--- config.mk ---
export PLATFORM = sky130hd
export DESIGN_NAME = kernel_mem_sequencer
export DESIGN_NICKNAME = d
export VERILOG_FILES = /design/src/rtl/kernel_seq_pkg.sv /design/src/rtl/window_addr_gen.sv /design/src/rtl/kernel_mem_sequencer.sv
export SDC_FILE = /design/constraint.sdc
export NUM_CORES = 1
export LEC_CHECK = 0
export CAP_MARGIN = 30
export CORE_UTILIZATION = 52
export CTS_BUF_LIST = sky130_fd_sc_hd__clkbuf_16
export DETAILED_ROUTE_END_ITERATION = 8
export PLACE_DENSITY_LB_ADDON = 0.1
export RECOVER_POWER = 25
export SLEW_MARGIN = 15
export SYNTH_ARGS = -nofsm -noshare
export SYNTH_HDL_FRONTEND = slang
export SYNTH_SLANG_ARGS = --single-unit
--- constraint.sdc ---
create_clock -name clk -period 4.8 [get_ports clk]
set_input_delay 0.96 -clock clk [delete_from_list [all_inputs] [get_ports clk]]
set_output_delay 0.96 -clock clk [all_outputs]
set_load 0.05 [all_outputs]
--- src/rtl/kernel_seq_pkg.sv ---
// Shared definitions for the kernel-side memory sequencer: state encoding,
// largest kernel size, and the start-parameter check.
package kernel_seq_pkg;

    localparam int MAX_N = 5;

    typedef enum logic [2:0] {
        ST_IDLE     = 3'd0,
        ST_FETCH    = 3'd1,
        ST_WAIT_RES = 3'd2,
        ST_WRITE    = 3'd3,
        ST_DONE     = 3'd4
    } state_t;

    // A run needs an odd kernel no larger than the limit that fits inside the image.
    function automatic logic params_ok(
        input logic [2:0]  n,
        input logic [31:0] w,
        input logic [31:0] h,
        input int          max_n
    );
        logic [31:0] n32;
        n32 = {29'd0, n};
        return n[0] && (n32 >= 32'd1) && (n32 <= 32'(max_n)) && (w >= n32) && (h >= n32);
    endfunction

endpackage

--- src/rtl/window_addr_gen.sv ---
// Window address generator: origin counters, in-window row/column counters and
// the incremental row-base / destination address registers.
module window_addr_gen #(
    parameter int DIM_W = 16
) (
    input  logic             clk,
    input  logic             rst,
    input  logic             restart,
    input  logic             advance_pix,
    input  logic             advance_win,
    input  logic [2:0]       n_in,
    input  logic [DIM_W-1:0] width_in,
    input  logic [DIM_W-1:0] height_in,
    input  logic [31:0]      src_in,
    input  logic [31:0]      dst_in,
    output logic [31:0]      rd_next,
    output logic [31:0]      win_next,
    output logic [31:0]      wr_addr,
    output logic             pix_last,
    output logic             win_last
);
    import kernel_seq_pkg::*;

    logic [2:0]       n_q;
    logic [2:0]       i_cnt;
    logic [2:0]       j_cnt;
    logic [DIM_W-1:0] w_q;
    logic [DIM_W-1:0] h_q;
    logic [DIM_W-1:0] x;
    logic [DIM_W-1:0] y;
    logic [31:0]      src_q;
    logic [31:0]      dst_q;
    logic [31:0]      win_base;
    logic [31:0]      row_base;
    logic [31:0]      wr_addr_q;

    logic [31:0]      w32;
    logic [31:0]      rd_cur;
    logic [2:0]       n_m1;
    logic [2:0]       r_idx;
    logic             row_end;
    logic             x_last;
    logic             y_last;

    assign w32     = 32'(w_q);
    assign n_m1    = n_q - 3'd1;
    assign r_idx   = n_q >> 1;
    assign row_end = (j_cnt == n_m1);
    assign rd_cur  = row_base + 32'(j_cnt);
    assign rd_next = row_end ? (row_base + w32) : (rd_cur + 32'd1);
    assign x_last  = (x == (w_q - DIM_W'(n_q)));
    assign y_last  = (y == (h_q - DIM_W'(n_q)));
    // Wrapping the row moves the origin from (W-N, y) to (0, y+1), i.e. +N bytes.
    assign win_next = x_last ? (win_base + 32'(n_q)) : (win_base + 32'd1);
    assign pix_last = row_end && (i_cnt == n_m1);
    assign win_last = x_last && y_last;
    assign wr_addr  = wr_addr_q;

    always_ff @(posedge clk) begin
        if (rst) begin
            n_q       <= '0;
            i_cnt     <= '0;
            j_cnt     <= '0;
            w_q       <= '0;
            h_q       <= '0;
            x         <= '0;
            y         <= '0;
            src_q     <= '0;
            dst_q     <= '0;
            win_base  <= '0;
            row_base  <= '0;
            wr_addr_q <= '0;
        end else if (restart) begin
            n_q      <= n_in;
            w_q      <= width_in;
            h_q      <= height_in;
            src_q    <= src_in;
            dst_q    <= dst_in;
            x        <= '0;
            y        <= '0;
            i_cnt    <= '0;
            j_cnt    <= '0;
            win_base <= src_in;
            row_base <= src_in;
        end else begin
            if (advance_pix) begin
                // The centre pixel's source offset is exactly the destination offset.
                if ((i_cnt == r_idx) && (j_cnt == r_idx))
                    wr_addr_q <= dst_q + (rd_cur - src_q);
                if (row_end) begin
                    j_cnt    <= '0;
                    i_cnt    <= i_cnt + 3'd1;
                    row_base <= row_base + w32;
                end else begin
                    j_cnt <= j_cnt + 3'd1;
                end
            end
            if (advance_win) begin
                i_cnt    <= '0;
                j_cnt    <= '0;
                win_base <= win_next;
                row_base <= win_next;
                if (x_last) begin
                    x <= '0;
                    y <= y + DIM_W'(1);
                end else begin
                    x <= x + DIM_W'(1);
                end
            end
        end
    end

endmodule

--- src/rtl/kernel_mem_sequencer.sv ---
// Drives the filter memory's kernel port during a filter run: streams each
// N x N window to the filter core and writes the returned pixel back.
module kernel_mem_sequencer #(
    parameter int MAX_N = kernel_seq_pkg::MAX_N,
    parameter int DIM_W = 16
) (
    input  logic             clk,
    input  logic             rst,
    input  logic             i_start,
    input  logic             i_abort,
    input  logic [2:0]       i_n,
    input  logic [31:0]      i_src_base,
    input  logic [31:0]      i_dst_base,
    input  logic [DIM_W-1:0] i_width,
    input  logic [DIM_W-1:0] i_height,
    input  logic [7:0]       i_mem_data,
    input  logic             i_result_valid,
    input  logic [7:0]       i_result,
    output logic             o_kernel_running,
    output logic [31:0]      o_kernel_address,
    output logic             o_kernel_w_en,
    output logic [7:0]       o_kernel_input,
    output logic             o_pix_valid,
    output logic [7:0]       o_pix_data,
    output logic             o_pix_last,
    output logic             o_busy,
    output logic             o_done,
    output logic             o_err
);
    import kernel_seq_pkg::*;

    state_t      state;
    logic        start_ok;
    logic        restart;
    logic        adv_pix;
    logic        adv_win;
    logic [31:0] rd_next;
    logic [31:0] win_next;
    logic [31:0] wr_addr;
    logic        fetch_last;
    logic        win_last;

    assign start_ok = params_ok(i_n, 32'(i_width), 32'(i_height), MAX_N);
    assign restart  = (state == ST_IDLE) && i_start && start_ok;
    assign adv_pix  = (state == ST_FETCH) && !i_abort;
    assign adv_win  = (state == ST_WRITE) && !i_abort && !win_last;

    window_addr_gen #(
        .DIM_W(DIM_W)
    ) u_addr (
        .clk        (clk),
        .rst        (rst),
        .restart    (restart),
        .advance_pix(adv_pix),
        .advance_win(adv_win),
        .n_in       (i_n),
        .width_in   (i_width),
        .height_in  (i_height),
        .src_in     (i_src_base),
        .dst_in     (i_dst_base),
        .rd_next    (rd_next),
        .win_next   (win_next),
        .wr_addr    (wr_addr),
        .pix_last   (fetch_last),
        .win_last   (win_last)
    );

    // The address register always holds the access for the current cycle, so
    // each transition loads the address the next state will present.
    always_ff @(posedge clk) begin
        if (rst) begin
            state            <= ST_IDLE;
            o_kernel_running <= 1'b0;
            o_kernel_address <= '0;
            o_kernel_w_en    <= 1'b0;
            o_kernel_input   <= '0;
            o_pix_valid      <= 1'b0;
            o_pix_data       <= '0;
            o_pix_last       <= 1'b0;
            o_busy           <= 1'b0;
            o_done           <= 1'b0;
            o_err            <= 1'b0;
        end else begin
            o_done        <= 1'b0;
            o_err         <= 1'b0;
            o_pix_valid   <= 1'b0;
            o_pix_last    <= 1'b0;
            o_kernel_w_en <= 1'b0;
            if (state == ST_IDLE) begin
                if (i_start) begin
                    if (start_ok) begin
                        state            <= ST_FETCH;
                        o_busy           <= 1'b1;
                        o_kernel_running <= 1'b1;
                        o_kernel_address <= i_src_base;
                    end else begin
                        o_err <= 1'b1;
                    end
                end
            end else if (i_abort) begin
                state            <= ST_IDLE;
                o_busy           <= 1'b0;
                o_kernel_running <= 1'b0;
                o_kernel_address <= '0;
            end else begin
                case (state)
                    ST_FETCH: begin
                        // Read data for this cycle's address arrives before the edge.
                        o_pix_valid <= 1'b1;
                        o_pix_data  <= i_mem_data;
                        o_pix_last  <= fetch_last;
                        if (fetch_last)
                            state <= ST_WAIT_RES;
                        else
                            o_kernel_address <= rd_next;
                    end
                    ST_WAIT_RES: begin
                        if (i_result_valid) begin
                            state            <= ST_WRITE;
                            o_kernel_w_en    <= 1'b1;
                            o_kernel_input   <= i_result;
                            o_kernel_address <= wr_addr;
                        end
                    end
                    ST_WRITE: begin
                        if (win_last) begin
                            state            <= ST_DONE;
                            o_done           <= 1'b1;
                            o_kernel_running <= 1'b0;
                            o_kernel_address <= '0;
                        end else begin
                            state            <= ST_FETCH;
                            o_kernel_address <= win_next;
                        end
                    end
                    ST_DONE: begin
                        state  <= ST_IDLE;
                        o_busy <= 1'b0;
                    end
                    default: begin
                        state            <= ST_IDLE;
                        o_busy           <= 1'b0;
                        o_kernel_running <= 1'b0;
                    end
                endcase
            end
        end
    end

endmodule

==> impl_metrics.json, run 1 <==
{
  "min_path_type": "reg2reg",
  "period_share": 1.00,
  "fmax_mhz": 208,
  "fin_tns_setup_ns": 0,
  "ys_ff_latch": 291,
  "core_um2": 35900,
  "synth.largest_area_cell": "dfxtp_1",
  "rsz0062_at_grt": "true",
  "synth_area_leaders": "dfxtp_1 (30%), nand2_1 (6.8%), a21oi_1 (6.4%)",
  "p_clk_frac": 0.355,
  "async_flop_share": 0,
  "synth-edff-count": 0,
  "drive_gt1_frac": 0.167,
  "ys_types": 83,
  "critPathKind": "reg2reg",
  "die_w_um": 194,
  "fill_cells": 3014,
  "initial_core_util": 0.534,
  "insertion_delay_ns": 0.57,
  "synth_most_common_cell": "nand2_1",
  "cts_tree": "built",
  "whs_ns": 0.453,
  "cts-root-buf": "clkbuf_16",
  "fin_util": 0.694,
  "layout_min_cycle_time_ns": 4.80,
  "worst_path_max_delay_cell": "fa_2",
  "worst_ep_required_time_ns": 5.25,
  "seq_power_share": 0.354,
  "crit_fanout": 5,
  "ys.warnings.count": 0,
  "power_density_nw_per_um2": 298,
  "io_buffers": 174,
  "cp_slowest_stage_delay_ns": 0.47,
  "fp-row-count": 69,
  "areaGrowthSynthToFinish_pct": 30.0,
  "worst_ep_arrival_time_ns": 5.25,
  "dieHeight_um": 194,
  "drt_iter0_drc": 2173,
  "drt-total-wl_um": 74200,
  "syn-num-nets": 2718,
  "place_congestion": 0.979,
  "ioPinCount": 175,
  "overflow": 0,
  "finalMaxSlewViolations": 0,
  "power_uw": 7440,
  "syn_avg_cell_area_um2": 7.70,
  "drc_errors": 0,
  "detail_route.wl_per_cell_um": 22.5,
  "end_kind": "flip-flop",
  "p_sw_frac": 0.325,
  "worst_pin_slew_ns": 1.07,
  "ys_seq_area_frac": 0.304,
  "setup_viol": 0,
  "htree_levels": 2,
  "clk_pin_slew_ns": 0.06,
  "yosysTopAreaCellShare": 0.304,
  "cap_viol_max_count": 0,
  "dp_cells": 3220,
  "dr.pass1.iters": 6,
  "antenna_left": 0,
  "layout.nets": 3046,
  "dp.final_hpwl_um": 55500,
  "fin_skew_ns": 0.0326,
  "combPwrFrac": 0.291,
  "die_area_um2": 37600,
  "layout.cells.non_filler": 3301,
  "relSlewSlack": 0.284,
  "grt_pass1_vias": 20012,
  "p_switching_uw": 2410,
  "cp_top_family": "compound AO/OA/AOI/OAI gates",
  "dr_total_vias": 20620,
  "synth_top_cells_by_count": "nand2_1 (348), dfxtp_1 (291), a21oi_1 (244)",
  "syn_area_um2": 19200,
  "cp.buffers_inverters": 5,
  "hold_buffers": 0,
  "grt_pass1_wl_um": 112000,
  "grt_use_total": 0.384,
  "p_int_uw": 5020,
  "peakVddDrop_mv": 0.345,
  "cts_buffers": 35,
  "grt_max_degree": 111,
  "cellLeakagePower_uw": 0.00985,
  "startpoint_type": "flip-flop",
  "cts.sinks": 291,
  "crit_chain": "buf_6 -> fa_2 -> buf_6 -> a21o_1 -> buf_4 -> nand2_2 -> xor2_2 -> inv_2 -> fa_2 -> ha_4 -> nand3_2 -> o211ai_1 -> a22o_1 -> a221o_1 -> a21oi_2 -> o31a_1 -> buf_4 -> nor2b_1 -> o21ai_1 -> or2_2 -> a32o_1",
  "ys.flop_type": "dfxtp_1",
  "vias_per_cell": 6.25,
  "status": "finished, final reports clean",
  "syn_inst": 2490,
  "antenna_found_initial": 2,
  "timing_hold_violations_final": 0,
  "clockBufferDepth": 3
}
-- sequential cells by signal (all words and copies together) (netlist names), 8 cells and up --
| signal | count |
|---|---|
| o_kernel_address | 32 |
| u_addr.dst_q | 32 |
| u_addr.row_base | 32 |
| u_addr.src_q | 32 |
| u_addr.win_base | 32 |
| u_addr.wr_addr | 32 |
| u_addr.h_q | 16 |
| u_addr.w_q | 16 |
| u_addr.x | 16 |
| u_addr.y | 16 |
| o_kernel_input | 8 |
| o_pix_data | 8 |
-- final timing paths --
check,slack [ns],depth (start not counted),to,startpoint
worst min register to register,0.45,2,o_pix_data[2],o_pix_data[2]
worst min-delay path,0.45,2,o_pix_data[2],o_pix_data[2]
worst max-delay path,0.0009,21,u_addr.wr_addr[31],u_addr.row_base[1]
worst max register to register,0.0009,21,u_addr.wr_addr[31],u_addr.row_base[1]
-- cell families (layout without fill, tap and decap cells) --
logic type | count (synthesis) | in the layout | share of synthesized area
adder cells (fa/ha/maj) | 108 | 108 | 0.0846
multiplexers | 26 | 26 | 0.0140
other | 0 | 1 | 0
flip-flops | 291 | 291 | 0.304
AO/OA/AOI/OAI | 625 | 625 | 0.210
AND/OR/NAND/NOR | 1012 | 1012 | 0.252
buffers and inverters | 240 | 589 | 0.0492
XOR/XNOR | 188 | 188 | 0.0859
-- metrics by stage --
step	cell area [µm²]	setup WS (ns)
final	24900	0.000896
after global routing	24900	-0.101
after CTS	24300	0.00336
after detailed placement	22900	-0.301
after global placement	22900	-0.263
after floorplan	19200	-0.0172
-- power groups by stage --
stage,clock network [µW],logic (µW),registers [µW]
finish,2640,2170,2630
global placement,0,1890,2680
CTS,2650,2000,2630
floorplan,0,1080,2740
global route,2740,2310,2640
detailed placement,0,1920,2680
-- worst min-delay path, delay by kind of cell, from the launching register on --
family / cells / cell delay (ns)
simple gates: 1 / 0.05
flops: 1 / 0.30
compound gates: 1 / 0.05
-- routing by layer --
metal,track usage,share of wire
met5,0,0
met4,0.284,0.082
met3,0.0645,0.076
met2,0.641,0.46
met1,0.444,0.38
-- placed cells by master, fill, tap and decap left out, drive strengths merged, types with 18 or more instances in the layout --
cell type / netlist / layout
fa: 36 / 36
and3: 38 / 38
dlygate4sd3: 0 / 57
nand3: 92 / 92
nor2b: 21 / 21
nor2: 244 / 244
dfxtp: 291 / 291
clkbuf: 122 / 42
nand2: 348 / 348
nand4: 34 / 34
buf: 38 / 272
nor4: 31 / 31
ha: 72 / 72
clkdlybuf4s50: 0 / 116
and2: 18 / 18
a21oi: 244 / 244
a211oi: 46 / 46
inv: 80 / 87
xnor2: 126 / 126
a21o: 31 / 31
nor3: 71 / 71
a31oi: 24 / 24
o21ai: 88 / 88
xor2: 62 / 62
mux2i: 20 / 20
or3: 26 / 26
-- repair_timing --
action                                  4_1_cts  5_1_grt
pin swaps                                    26       82
buffers inserted                              8       16
resized for setup                            43      115
endpoints found under the setup margin       44       60
-- layout make-up --
cell class	count	area, µm²	share of cell area
tap	461	577	0.0231
multi-input combinational	1959	13200	0.530
timing repair buffer	451	3890	0.156
clock buffer	36	901	0.0361
antenna	1	2.50	0.000100
sequential	291	5840	0.234
clock inverter	22	191	0.00768
inverter	80	305	0.0122
Power figures use the tool's default switching activity.
==> run 2: changes to the inputs <==
- CORE_UTILIZATION: 52 -> 53
- REMOVE_ABC_BUFFERS: unset -> 1
==> run 2 against run 1 <==
  * Largest cell class unchanged
  * Fmax is 2.8% lower
  * Worst hold slack hardly changed
  * Critical endpoint unchanged
  * Global-route usage is 0.24 points higher
  * First-iteration DRC count is 11% higher
  * Register-to-register slack worse by 0.14 ns
  * Critical path type unchanged
  * Clock-buffer cell count is 1 higher
  * Via count is 0.59% higher
  * The flow now finishes with violations (capacitance limit, setup timing)
  * Die area is 1.9% lower
  * Sequential share of layout area is 0.18 points higher
  * Largest power group is now registers
  * Core utilization is 0.22 points higher
==> impl_metrics.json, run 2 (synthesis gave the netlist of run 1 again) <==
{
  "fin_util": 0.696,
  "status": "complete, but fails checks",
  "layout_common_cells": "nand2_1 (344), dfxtp_1 (281), buf_4 (259)",
  "cts-root-buf": "clkbuf_16",
  "io_buffers": 174,
  "cts_tree": "built",
  "antenna_found_initial": 0,
  "setup_slack_ns": -0.136,
  "failed_checks": "capacitance limit, setup timing",
  "dr_total_vias": 20741,
  "critPathKind": "reg2reg",
  "initial_core_util": 0.539,
  "grt_use_total": 0.386,
  "layout.nets": 3042,
  "worst_path_max_delay_cell": "or4_4",
  "drt_iter0_drc": 2405,
  "insertedDiodeCount": 0,
  "dr.pass1.iters": 7,
  "cp_slowest_stage_delay_ns": 0.54,
  "startpoint_type": "flip-flop",
  "fill_cells": 2994,
  "place_congestion": 1.01,
  "clk_pin_slew_ns": 0.06,
  "cap_viol_max_count": 1,
  "timing_hold_violations_final": 0,
  "die_w_um": 192,
  "insertion_delay_ns": 0.56,
  "worst_ep_arrival_time_ns": 5.38,
  "power_density_nw_per_um2": 300,
  "layout_commonest_cell": "nand2_1",
  "drive_gt1_frac": 0.165,
  "end_kind": "flip-flop",
  "core_um2": 35600,
  "relSlewSlack": 0.00525,
  "crit_fanout": 5,
  "areaGrowthSynthToFinish_pct": 29.2,
  "rsz0062_at_grt": "true",
  "htree_levels": 2,
  "crit_chain": "buf_4 -> nand4_1 -> nor4_4 -> buf_4 -> buf_6 -> nand2_2 -> xnor2_2 -> fa_1 -> ha_4 -> buf_4 -> or3_4 -> o21ai_2 -> a21oi_2 -> a221o_1 -> a21oi_2 -> buf_6 -> o31a_1 -> o22ai_2 -> or4_4 -> a32o_1",
  "fmax_mhz": 203,
  "dieHeight_um": 192,
  "fp-row-count": 69,
  "clockBufferDepth": 3,
  "drc_errors": 0,
  "cts.sinks": 291,
  "grt_max_degree": 77,
  "detail_route.wl_per_cell_um": 22.0,
  "drt-total-wl_um": 72600,
  "cts_buffers": 35,
  "dp.final_hpwl_um": 53200,
  "vias_per_cell": 6.29,
  "finalMaxSlewViolations": 0,
  "setup_viol": 2,
  "overflow": 0,
  "cellLeakagePower_uw": 0.00978,
  "whs_ns": 0.453,
  "antenna_left": 0,
  "grt_pass1_vias": 19359,
  "min_path_type": "reg2reg",
  "cpMostUsedCell": "buf_4",
  "period_share": 1.03,
  "hold_buffers": 0,
  "grt_pass1_wl_um": 109000,
  "worst_pin_slew_ns": 1.49,
  "fin_skew_ns": 0.0156,
  "layout_min_cycle_time_ns": 4.94,
  "die_area_um2": 36900,
  "peakVddDrop_mv": 0.369,
  "worst_ep_required_time_ns": 5.25,
  "ioPinCount": 175
}
run 2: cell count changes in the layout (fill, tap and decap cells not counted), sizes merged:
cell      delta
buf          -4
bufinv       -1
clkbuf       +1
clkinv       +5
clkinvlp     +2
diode        -1
inv          -4
run 2: layout make-up:
| class | instances | area, µm² | share of cell area |
|---|---|---|---|
| Multi-Input combinational cell | 1959 | 13100 | 0.530 |
| Clock buffer | 37 | 926 | 0.0374 |
| Sequential cell | 291 | 5840 | 0.236 |
| Timing Repair Buffer | 447 | 3820 | 0.154 |
| Tap cell | 461 | 577 | 0.0233 |
| Inverter | 80 | 303 | 0.0122 |
| Clock inverter | 24 | 169 | 0.00682 |
run 2: power breakdown:
group          total (µW)  internal, µW  switching [µW]
clock network        2620          1500            1120
logic                2180           984            1190
registers            2630          2530            97.9
total                7420          5010            2410
run 2: metrics by stage:
step           cells  TNS [ns]  setup WS [ns]  power (µW)  cell area [µm²]
6_report        3299    -0.178         -0.136        7420            24800
5_1_grt         3299    -0.889         -0.199        7680            24800
4_1_cts         3281   -0.0165        -0.0165        7300            24300
3_5_place_dp    3208     -5.03         -0.655        4600            22700
3_3_place_gp    3208     -3.44         -0.623        4560            22700
2_1_floorplan   2330  -1393.68          -8.08        3760            18500
run 2: worst max-delay path, delay by kind of cell, from the launching register on:
kind                       cells  cell delay [ns]
AOI/OAI and AO/OA              7             1.21
xor gates and xnor gates       1             0.18
adders and majority gates      2             0.74
buffers and inverters          5             0.72
DFF                            1             0.36
and+or+nand+nor                5             1.63
run 2: what timing repair did:
item	CTS	global route
pin swaps	45	47
resized for setup	81	69
setup buffers	12	18
setup endpoints to repair	36	58
run 2: final timing paths:
kind                                          from                  to  slack (ns)  cells after the start
worst max register to register  u_addr.row_base[7]  u_addr.wr_addr[31]       -0.14                     20
worst min-delay path                 o_pix_data[1]       o_pix_data[1]        0.45                      2
worst max-delay path            u_addr.row_base[7]  u_addr.wr_addr[31]       -0.14                     20
worst min register to register       o_pix_data[1]       o_pix_data[1]        0.45                      2
run 2: routing by layer:
layer | global-route usage | vias to the layer above | routed length [µm] | share of wire
li1 | - | 9523 | - | -
met1 | 0.505 | 9910 | 29700 | 0.41
met2 | 0.608 | 1101 | 32400 | 0.45
met3 | 0.0793 | 207 | 7260 | 0.10
met4 | 0.180 | 0 | 3300 | 0.045
met5 | 0 | - | 0 | 0
==> run 3: changes to the inputs <==
- CORE_UTILIZATION: 53 -> 51
- HOLD_SLACK_MARGIN: unset -> 0.08
==> run 3 against run 2 <==
  * Cell count stayed put
  * Total power increased by 2.0%
  * Register-to-register slack better by 0.08 ns
  * Sequential share of layout area down 0.069 points
  * Core utilization is 2.1 points lower
  * Critical path type unchanged
  * Critical endpoint is now u_addr.wr_addr[30]
  * The run ends with capacitance limit, slew limit, setup timing left
  * Non-clock buffer count decreased by 7
  * Fmax grew 1.5%
==> impl_metrics.json, run 3 (synthesis gave the netlist of run 1 again) <==
{
  "timing_hold_violations_final": 0,
  "cp_top_family": "compound AO/OA/AOI/OAI gates",
  "ioPinCount": 175,
  "relSlewSlack": -0.481,
  "worst_ep_arrival_time_ns": 5.31,
  "insertedDiodeCount": 0,
  "failed_checks": "capacitance limit, slew limit, setup timing",
  "worst_pin_slew_ns": 2.22,
  "cp.buffers_inverters": 4,
  "period_share": 1.01,
  "cts-root-buf": "clkbuf_16",
  "overflow": 0,
  "vias_per_cell": 6.18,
  "critPathKind": "reg2reg",
  "fill_cells": 3178,
  "initial_core_util": 0.521,
  "end_kind": "flip-flop",
  "antenna_left": 0,
  "worst_path_max_delay_cell": "fa_1",
  "crit_fanout": 4,
  "cp_slowest_stage_delay_ns": 0.43,
  "worst_ep_required_time_ns": 5.25,
  "layout_common_cells": "nand2_1 (344), dfxtp_1 (284), buf_4 (247)",
  "fp-row-count": 70,
  "cellLeakagePower_uw": 0.00979,
  "place_congestion": 1.02,
  "drc_errors": 0,
  "layout_commonest_cell": "nand2_1",
  "pre_cts_ws_ns": -0.631,
  "layout_min_cycle_time_ns": 4.86,
  "die_area_um2": 38400,
  "core_um2": 36800,
  "cap_viol_max_count": 3,
  "power_uw": 7560,
  "cts_tree": "built",
  "startpoint_type": "flip-flop",
  "die_w_um": 196,
  "fin_skew_ns": 0.0141,
  "dr.pass1.iters": 7,
  "clockBufferDepth": 3,
  "r2r_slack_ns": -0.06,
  "grt_pass1_vias": 19610,
  "layout.cells.non_filler": 3299,
  "whs_ns": 0.449,
  "min_path_type": "reg2reg",
  "dp.final_hpwl_um": 52700,
  "power_density_nw_per_um2": 305,
  "io_buffers": 174,
  "dr_total_vias": 20393,
  "insertion_delay_ns": 0.56,
  "layout.nets": 3035,
  "cpMostUsedCell": "buf_4",
  "detail_route.wl_per_cell_um": 21.9,
  "final_area_um2": 24800,
  "fmax_mhz": 206,
  "setup_slack_ns": -0.0609,
  "grt_max_degree": 90,
  "rsz0062_at_grt": "true",
  "place_area_um2": 22700,
  "dp_cells": 3209,
  "drt_iter0_drc": 1940,
  "drive_gt1_frac": 0.160,
  "finalMaxSlewViolations": 108,
  "cts.sinks": 291,
  "grt_pass1_wl_um": 110000,
  "antenna_found_initial": 1,
  "clk_pin_slew_ns": 0.06,
  "setup_viol": 2,
  "areaGrowthSynthToFinish_pct": 29.5,
  "cts_buffers": 35,
  "crit_chain": "ha_4 -> a211o_1 -> nand4_1 -> buf_4 -> buf_4 -> nor2_2 -> nand3_1 -> xnor2_1 -> buf_4 -> fa_1 -> ha_1 -> o2111a_1 -> a2111oi_4 -> buf_4 -> a211oi_4 -> a211o_1 -> and3_4 -> o41ai_4 -> nor4_1 -> a211o_1",
  "htree_levels": 2,
  "status": "complete, but fails checks",
  "hold_buffers": 0,
  "drt-total-wl_um": 72400,
  "peakVddDrop_mv": 0.253,
  "grt_use_total": 0.373,
  "dieHeight_um": 196
}
==> run 3: cell count changes in the layout (fill, tap and decap cells not counted), moves of 4 or more <==
cell | before | now
buf_4 | 259 | 247
nand3_2 | 8 | 3
nand3_1 | 83 | 87
clkinv_1 | 9 | 4
==> run 3: final cells by class <==
cell class / instances / area [µm²] / area share
clock buffer: 37 / 926 / 0.0373
clock inverter: 24 / 243 / 0.00978
inverter: 80 / 300 / 0.0121
multi-input combinational: 1959 / 13100 / 0.529
sequential: 291 / 5840 / 0.235
tap: 468 / 586 / 0.0236
timing repair buffer: 440 / 3790 / 0.153
==> run 3: per-stage QoR <==
stage,TNS (ns),util
floorplan,-1393.68,-
global placement,-4.26,0.617
detailed placement,-7.30,0.617
CTS,-0.0659,0.661
global route,-0.767,0.675
finish,-0.0749,0.675
==> run 3: routing by layer <==
metal / vias to the layer above / track usage / wire [µm]
met5: - / 0 / 10
met4: 2 / 0.178 / 3480
met3: 191 / 0.0667 / 7110
met2: 1078 / 0.576 / 31300
met1: 9609 / 0.502 / 30500
li1: 9513 / - / -
==> run 3: power breakdown <==
group | internal, µW | switching (µW)
clock | 1660 | 1120
sequential | 2530 | 103
combinational | 967 | 1180
==> run 3: what timing repair did <==
| action | 4_1_cts | 5_1_grt |
|---|---|---|
| resized for setup | 71 | 81 |
| endpoints found under the setup margin | 39 | 53 |
| buffers inserted | 12 | 18 |
| pin swaps | 36 | 59 |
==> run 3: tightest hold or removal path, stage by stage, from the launching register on <==
cell and delay [ns]:
dfxtp_1 0.30, nand2_1 0.05, a21oi_1 0.05
==> run 3: path summary, 6_finish.rpt <==
kind / startpoint / to / cells after the start
max: u_addr.row_base[1] / u_addr.wr_addr[30] / 20
min: o_kernel_address[7] / o_kernel_address[7] / 2
max reg2reg: u_addr.row_base[1] / u_addr.wr_addr[30] / 20
min reg2reg: o_kernel_address[7] / o_kernel_address[7] / 2
